$ cat src/rtl/ram_access_sequencer.sv
// DRAM /RAS and address-mux sequencer for a Z80 slot-3 RAM. It synchronises the bus strobes, then runs the RAS/COL/CAS, refresh and precharge timing.
// Define RAM_REFRESH_COUNTER_EN to build an internal 7-bit refresh row counter; without it, ref_row is tied to 0.
module ram_access_sequencer #(
  parameter int RAH_CYCLES = 1,
  parameter int PRE_CYCLES = 2
) (
  input  logic       clk,
  input  logic       nreset,
  input  logic       nmreq,
  input  logic       nrfsh,
  input  logic       nsltsl3,
  output logic       nras,
  output logic       mux,
  output logic       nmreqd,
  output logic       nrfshd,
  output logic [6:0] ref_row,
  output logic       busy
);

  typedef enum logic [2:0] {IDLE, RAS, COL, CAS, REF, PRE} state_t;

  localparam logic [3:0] RAH_LOAD = 4'(RAH_CYCLES - 1);
  localparam logic [3:0] PRE_LOAD = 4'(PRE_CYCLES - 1);

  state_t     state_q, state_d;
  logic [3:0] cnt_q, cnt_d;
  logic [2:0] sync1_q, sync1_d;
  logic [2:0] sync2_q, sync2_d;
  logic       nras_q, nras_d;
  logic       mux_q, mux_d;
  logic       nmreqd_q, nmreqd_d;
  logic       nrfshd_q, nrfshd_d;
  logic       busy_q, busy_d;
  logic       s_nmreq, s_nrfsh, s_nsltsl3;

  assign s_nmreq   = sync2_q[2];
  assign s_nrfsh   = sync2_q[1];
  assign s_nsltsl3 = sync2_q[0];

  always_comb begin
    sync1_d  = {nmreq, nrfsh, nsltsl3};
    sync2_d  = sync1_q;
    state_d  = state_q;
    cnt_d    = cnt_q;
    case (state_q)
      // Refresh is checked first so it wins over a coincident slot-3 access.
      IDLE: begin
        if (!s_nmreq && !s_nrfsh) begin
          state_d = REF;
        end else if (!s_nmreq && !s_nsltsl3) begin
          state_d = RAS;
          cnt_d   = RAH_LOAD;
        end
      end
      RAS: begin
        if (s_nmreq) begin
          state_d = PRE;
          cnt_d   = PRE_LOAD;
        end else if (cnt_q == 4'd0) begin
          state_d = COL;
        end else begin
          cnt_d = cnt_q - 4'd1;
        end
      end
      COL: begin
        state_d = CAS;
        if (s_nmreq) begin
          state_d = PRE;
          cnt_d   = PRE_LOAD;
        end
      end
      CAS, REF: begin
        if (s_nmreq) begin
          state_d = PRE;
          cnt_d   = PRE_LOAD;
        end
      end
      PRE: begin
        if (cnt_q == 4'd0) state_d = IDLE;
        else               cnt_d   = cnt_q - 4'd1;
      end
      default: state_d = IDLE;
    endcase

    // Outputs are decoded from the next state so they switch on the transition edge.
    nras_d   = !(state_d inside {RAS, COL, CAS, REF});
    mux_d    = state_d inside {COL, CAS};
    nmreqd_d = (state_d != CAS);
    busy_d   = (state_d != IDLE);
    nrfshd_d = s_nrfsh;
  end

  always_ff @(posedge clk or negedge nreset) begin
    if (!nreset) begin
      state_q  <= IDLE;
      cnt_q    <= 4'd0;
      sync1_q  <= 3'b111;
      sync2_q  <= 3'b111;
      nras_q   <= 1'b1;
      mux_q    <= 1'b0;
      nmreqd_q <= 1'b1;
      nrfshd_q <= 1'b1;
      busy_q   <= 1'b0;
    end else begin
      state_q  <= state_d;
      cnt_q    <= cnt_d;
      sync1_q  <= sync1_d;
      sync2_q  <= sync2_d;
      nras_q   <= nras_d;
      mux_q    <= mux_d;
      nmreqd_q <= nmreqd_d;
      nrfshd_q <= nrfshd_d;
      busy_q   <= busy_d;
    end
  end

`ifdef RAM_REFRESH_COUNTER_EN
  logic [6:0] ref_row_q, ref_row_d;

  // Advance once per completed refresh; the 7-bit width gives the 127->0 wrap.
  always_comb begin
    ref_row_d = ref_row_q;
    if (state_q == REF && state_d == PRE) ref_row_d = ref_row_q + 7'd1;
  end

  always_ff @(posedge clk or negedge nreset) begin
    if (!nreset) ref_row_q <= 7'd0;
    else         ref_row_q <= ref_row_d;
  end

  assign ref_row = ref_row_q;
`else
  assign ref_row = 7'd0;
`endif

  assign nras   = nras_q;
  assign mux    = mux_q;
  assign nmreqd = nmreqd_q;
  assign nrfshd = nrfshd_q;
  assign busy   = busy_q;

endmodule

$ cat config.mk
export PLATFORM = sky130hd
export DESIGN_NAME = ram_access_sequencer
export DESIGN_NICKNAME = d
export VERILOG_FILES = /design/src/rtl/ram_access_sequencer.sv
export SDC_FILE = /design/constraint.sdc
export NUM_CORES = 1
export LEC_CHECK = 0
export ABC_CLOCK_PERIOD_IN_PS = 1760
export BUFFER_PORTS_ARGS = -buffer_cell sky130_fd_sc_hd__buf_2
export CORE_MARGIN = 1.5
export CORE_UTILIZATION = 53
export DETAILED_ROUTE_END_ITERATION = 7
export PLACE_DENSITY_LB_ADDON = 0.2
export SLEW_MARGIN = 20
export SYNTH_ARGS = -nofsm -noshare
export SYNTH_HDL_FRONTEND = slang
export SYNTH_SLANG_ARGS = --single-unit
$ cat constraint.sdc
create_clock -name clk -period 1.76 [get_ports clk]
set_input_delay 0.176 -clock clk [delete_from_list [all_inputs] [get_ports clk]]
set_output_delay 0.176 -clock clk [all_outputs]
set_load 0.03 [all_outputs]
==> results of run 1 <==
==> cells by family after synthesis <==
| logic type | count (synthesis) | share of synthesized area |
|---|---|---|
| AND/OR/NAND/NOR | 27 | 0.188 |
| flip-flops | 18 | 0.501 |
| AO/OA/AOI/OAI | 15 | 0.141 |
| buffers and inverters | 13 | 0.106 |
| XOR/XNOR | 2 | 0.0190 |
| multiplexers | 2 | 0.0272 |
| adder cells (fa/ha/maj) | 1 | 0.0136 |
| other | 1 | 0.00407 |
==> worst max-delay path: stages (launching register included) <==
cell	delay [ps]
dfrtp_1	400
inv_1	90
ha_2	210
nor3b_4	290
xnor2_1	160
o21ai_1	90
mux2_4	280
==> final cells by class <==
cell class,instances,share of cell area
multi-input cells,54,0.378
flip-flops and latches,18,0.451
inverters,3,0.0110
well taps,16,0.0196
clock buffers,4,0.0355
repair buffers,16,0.105
==> routing by layer <==
metal	track usage	up-vias	routed length, um
li1	-	296	-
met1	0.255	279	636
met2	0.235	15	649
met3	0.0490	4	61
met4	0.109	0	21
met5	0	-	0
==> sequential cells by signal (all words and copies together) (netlist names) <==
signal and flops:
busy 1, cnt_q 4, mux 1, nmreqd 1, nras 1, nrfshd 1
state_q 3, sync1_q 3, sync2_q 3
==> synth_stat cells (2+ instances only) <==
cell     n  share of area
inv_1    3          0.012
buf_4    7          0.057
and3_1   2          0.014
o21ai_0  4          0.022
xnor2_1  2          0.019
nor2b_1  2          0.014
dfrtp_1  9           0.24
nor2_1   7          0.029
buf_6    3          0.037
a21oi_1  2          0.011
nor3_1   4          0.022
or2_1    2          0.014
dfstp_2  9           0.26
a21o_1   3          0.024
==> how the worst max path moves through the flow <==
stage,cells past startpoint,to,from
floorplan,6,cnt_q[0],cnt_q[0]
global placement,6,cnt_q[0],cnt_q[0]
detailed placement,6,cnt_q[0],cnt_q[0]
CTS,6,cnt_q[0],cnt_q[0]
global route,6,cnt_q[0],cnt_q[0]
finish,6,cnt_q[0],cnt_q[0]
==> repair_timing <==
action                                 CTS  global route
resized for setup                        0             2
hold buffers                             4             0
setup buffers                            0             3
endpoints found under the hold margin   12             0
setup endpoints to repair                0             2
==> where the power goes <==
part           switching (uW)  total, uW  internal, uW
Combinational             379        770           391
Sequential                110        634           523
Clock                     126        253           126
Total                     616       1660          1040
==> metrics by stage <==
stage | std cells | hold slack, ps | setup WS (ps)
after floorplan | 85 | -120 | 223
after global placement | 100 | 118 | 113
after detailed placement | 100 | 120 | 67.2
after CTS | 108 | 324 | 38.7
after global routing | 111 | 348 | 14.2
final | 111 | 308 | 127
==> results_dict.tcl, run 1 <==
set metrics [dict create \
    die_w_um 44.7 \
    cp_max_fo 5 \
    multi_input_area_um2 387 \
    first_iter_violations 13 \
    synth_edf_count 0 \
    dp_hpwl_um 961 \
    rrSetupSlack_ps 130 \
    p_per_area_nw_per_um2 1620 \
    utilization 0.657 \
    start_kind "flip-flop" \
    num_rows 14 \
    end_kind "flip-flop" \
    synth.avg_cell_area_um2 11.7 \
    p_total_uw 1660 \
    r2r-end "cnt_q[0]" \
    status "finished with violations" \
    reg2reg_depth 6 \
    drt_pre_antenna_iters 7 \
    post-route-min-period_ps 1630 \
    synth.distinct_cells 34 \
    ys_seq_area_frac 0.501 \
    start_util 0.591 \
    core_um2 1560 \
    syn_area_um2 921 \
    ys_ff_latch 18 \
    io_pins 17 \
    seq_area_um2 462 \
    num_vias 594 \
    die_h_um 44.7 \
    peakVddDrop_mv 0.978 \
    cp_data_arrival_time_ps 1830 \
    ys.warnings.count 0 \
    ant_nets 0 \
    finalNetCount 102 \
    synthArstFlopShare 1.00 \
    crit_required_ps 1960 \
    leakage_uw 0.000479 \
    setup_viol 0 \
    cts_tree "built" \
    violations "DRC" \
    area_delta_synth_final_pct 11.1 \
    root_buffer "clkbuf_4" \
    port_buffers 9 \
    finClkSkew_ps 10.1 \
    vias_per_cell 5.35 \
    final_cell_mix "9 x dfrtp_1, 9 x buf_2, 9 x dfstp_2" \
    netlist_instances 79 \
    grt-ovfl-total 0 \
    clock.fmax_mhz 612 \
    path_clk_slew_ps 100 \
    maxSlewViolCount 0 \
    cts_made_buffers 3 \
    diodes 0 \
    synth_flop_cell "dfstp_2" \
    die_area_um2 2000 \
    r2r-start "cnt_q[0]" \
    hold_viol_final 0 \
    clkLatencyLatePin_ps 300 \
    clock_path_buffers 2 \
    nFillCells 127 \
    grt_max_degree 19 \
    rsz0062_at_grt "no" \
    grt_pass1_vias 546 \
    maxCapViolCount 0 \
    stdcell_area_um2 1020 \
    gp_congestion 0.780 \
    antenna_found_initial 0 \
    clock_sinks 18 \
    drive_gt1_frac 0.358 \
    fin_setup_tns_ps 0 \
    grt_pass1_wl_um 2440 \
    route.detailed.drc 1 \
    finalCritPeriodShare 0.928 \
    wl_per_cell_um 12.3 \
    h-tree-depth 1 \
    path_class "flip-flop to flip-flop" \
    dpl-instance-area_um2 922 \
    hold_path.class "input pin to async pin" \
    finalWirelength_um 1370 \
    track_usage 0.178 \
]
Note: power is estimated with default switching activity, not from simulation.
==> run 2, diff against run 1 <==
--- a/config.mk
+++ b/config.mk
@@ -11,6 +11,8 @@
 export CORE_UTILIZATION = 53
 export DETAILED_ROUTE_END_ITERATION = 7
 export PLACE_DENSITY_LB_ADDON = 0.2
+export SETUP_SLACK_MARGIN = 0.2
+export SKIP_LAST_GASP = 1
 export SLEW_MARGIN = 20
 export SYNTH_ARGS = -nofsm -noshare
 export SYNTH_HDL_FRONTEND = slang
==> run 2 against run 1 <==
  * Combinational power increased by 23%
  * Critical path depth rose by 1
  * Wire length up 18%
  * The run still ends with DRC left
  * Register-to-register slack improved by 60 ps
  * Sequential cell count unchanged
  * Clock-buffer cell count unchanged
  * Clock skew up 1.9 ps
  * Sequential share of layout area is 3.8 points lower
  * First-iteration DRC count is 31% lower
  * Critical endpoint is now busy
  * Final cell count is 7.2% higher
  * Core utilization increased by 6.5 points
  * Total power rose by 11%
==> results_dict.tcl, run 2 (synthesis gave the netlist of run 1 again) <==
set metrics [dict create \
    maxCapViolCount 0 \
    area_delta_synth_final_pct 22.1 \
    p_total_uw 1840 \
    final_cell_mix "10 x buf_4, 9 x buf_2, 9 x dfstp_2" \
    hold_viol_final 0 \
    peakVddDrop_mv 1.07 \
    num_vias 635 \
    max_stage_delay_ps 400 \
    clock_path_buffers 2 \
    rsz0062_at_grt "yes" \
    die_area_um2 2000 \
    hold_path.class "input pin to async pin" \
    track_usage 0.197 \
    grt_pass1_wl_um 2730 \
    route.detailed.drc 1 \
    end_kind "flip-flop" \
    h-tree-depth 1 \
    status "finished with violations" \
    start_kind "flip-flop" \
    finClkSkew_ps 11.9 \
    antenna_found_initial 0 \
    drive_gt1_frac 0.476 \
    grt_pass1_vias 603 \
    finalWirelength_um 1620 \
    die_w_um 44.7 \
    nFillCells 113 \
    largest_reg_flops 4 \
    root_buffer "clkbuf_4" \
    cp_max_fo 3 \
    io_pins 17 \
    finalCritPeriodShare 0.894 \
    port_buffers 9 \
    cp_data_arrival_time_ps 1760 \
    die_h_um 44.7 \
    dp_slack_ps 67.2 \
    gp_congestion 0.780 \
    dp_hpwl_um 961 \
    cts_tree "built" \
    diodes 0 \
    crit_required_ps 1940 \
    fin_setup_tns_ps 0 \
    maxSlewViolCount 0 \
    regMostFlops "cnt_q" \
    clkLatencyLatePin_ps 300 \
    post-route-min-period_ps 1570 \
    grt-ovfl-total 0 \
    clock_sinks 18 \
    path_class "flip-flop to flip-flop" \
    path_clk_slew_ps 110 \
    core_um2 1560 \
    p_per_area_nw_per_um2 1630 \
    ant_nets 0 \
    setup_viol 0 \
    crit_chain "inv_2, ha_4, nor3b_4, buf_4, a21o_1, nand3_2, or2_1" \
    grt_max_degree 19 \
    vias_per_cell 5.34 \
    stdcell_area_um2 1120 \
    wl_per_cell_um 13.6 \
    cts_made_buffers 3 \
    leakage_uw 0.000525 \
    slowest_stage "dfrtp_1" \
    finalNetCount 110 \
    dpl-instance-area_um2 922 \
    setup_slack_ps 186 \
    first_iter_violations 9 \
    num_rows 14 \
    final_common_cell "buf_4" \
    start_util 0.591 \
    drt_pre_antenna_iters 5 \
    violations "DRC" \
    clock.fmax_mhz 635 \
]
-- run 2: where the power goes --
group          switching (uW)  internal, uW  leakage [uW]
Clock                     127           126     0.0000210
Combinational             453           494      0.000301
Sequential                112           526      0.000203
Total                     693          1150      0.000525
-- run 2: final cells by class --
cell class	count	area, um2	area share
repair buffers	24	180	0.160
inverters	3	11.3	0.0100
well taps	16	20.0	0.0178
clock buffers	4	36.3	0.0323
flip-flops and latches	18	464	0.413
multi-input cells	54	413	0.367
-- run 2: critical path: cells and delay by family (launching register included) --
family	cells	cell delay (ps)
adder cells (fa/ha/maj)	1	140
buffers and inverters	2	250
flip-flops	1	400
AO/OA/AOI/OAI	1	120
AND/OR/NAND/NOR	3	550
-- run 2: path summary, 6_finish.rpt --
check	startpoint	to	slack [ps]	cells after the start
max	cnt_q[0]	busy	190	7
min	nreset	mux	310	2
max reg2reg	cnt_q[0]	busy	190	7
min reg2reg	sync1_q[1]	sync2_q[1]	360	0
max in group asynchronous	nreset	sync2_q[2]	1120	2
min in group clk	sync1_q[1]	sync2_q[1]	360	0
-- run 2: timing repair --
action / CTS / global route
pin swaps: 1 / 5
hold buffers: 4 / 0
endpoints found under the setup margin: 4 / 5
gates resized for setup: 4 / 6
hold endpoints to repair: 12 / 0
buffers inserted: 5 / 6
-- run 2: metrics by stage --
step	utilization	instances	hold slack, ps
2_1_floorplan	-	85	-120
3_3_place_gp	0.591	100	118
3_5_place_dp	0.591	100	120
4_1_cts	0.676	113	324
5_1_grt	0.722	119	340
6_report	0.722	119	309
-- run 2: layer usage --
metal / track usage / vias up / part of all wire
li1: - / 309 / -
met1: 0.261 / 308 / 0.47
met2: 0.284 / 16 / 0.48
met3: 0.0571 / 2 / 0.038
met4: 0.115 / 0 / 0.013
met5: 0 / - / 0
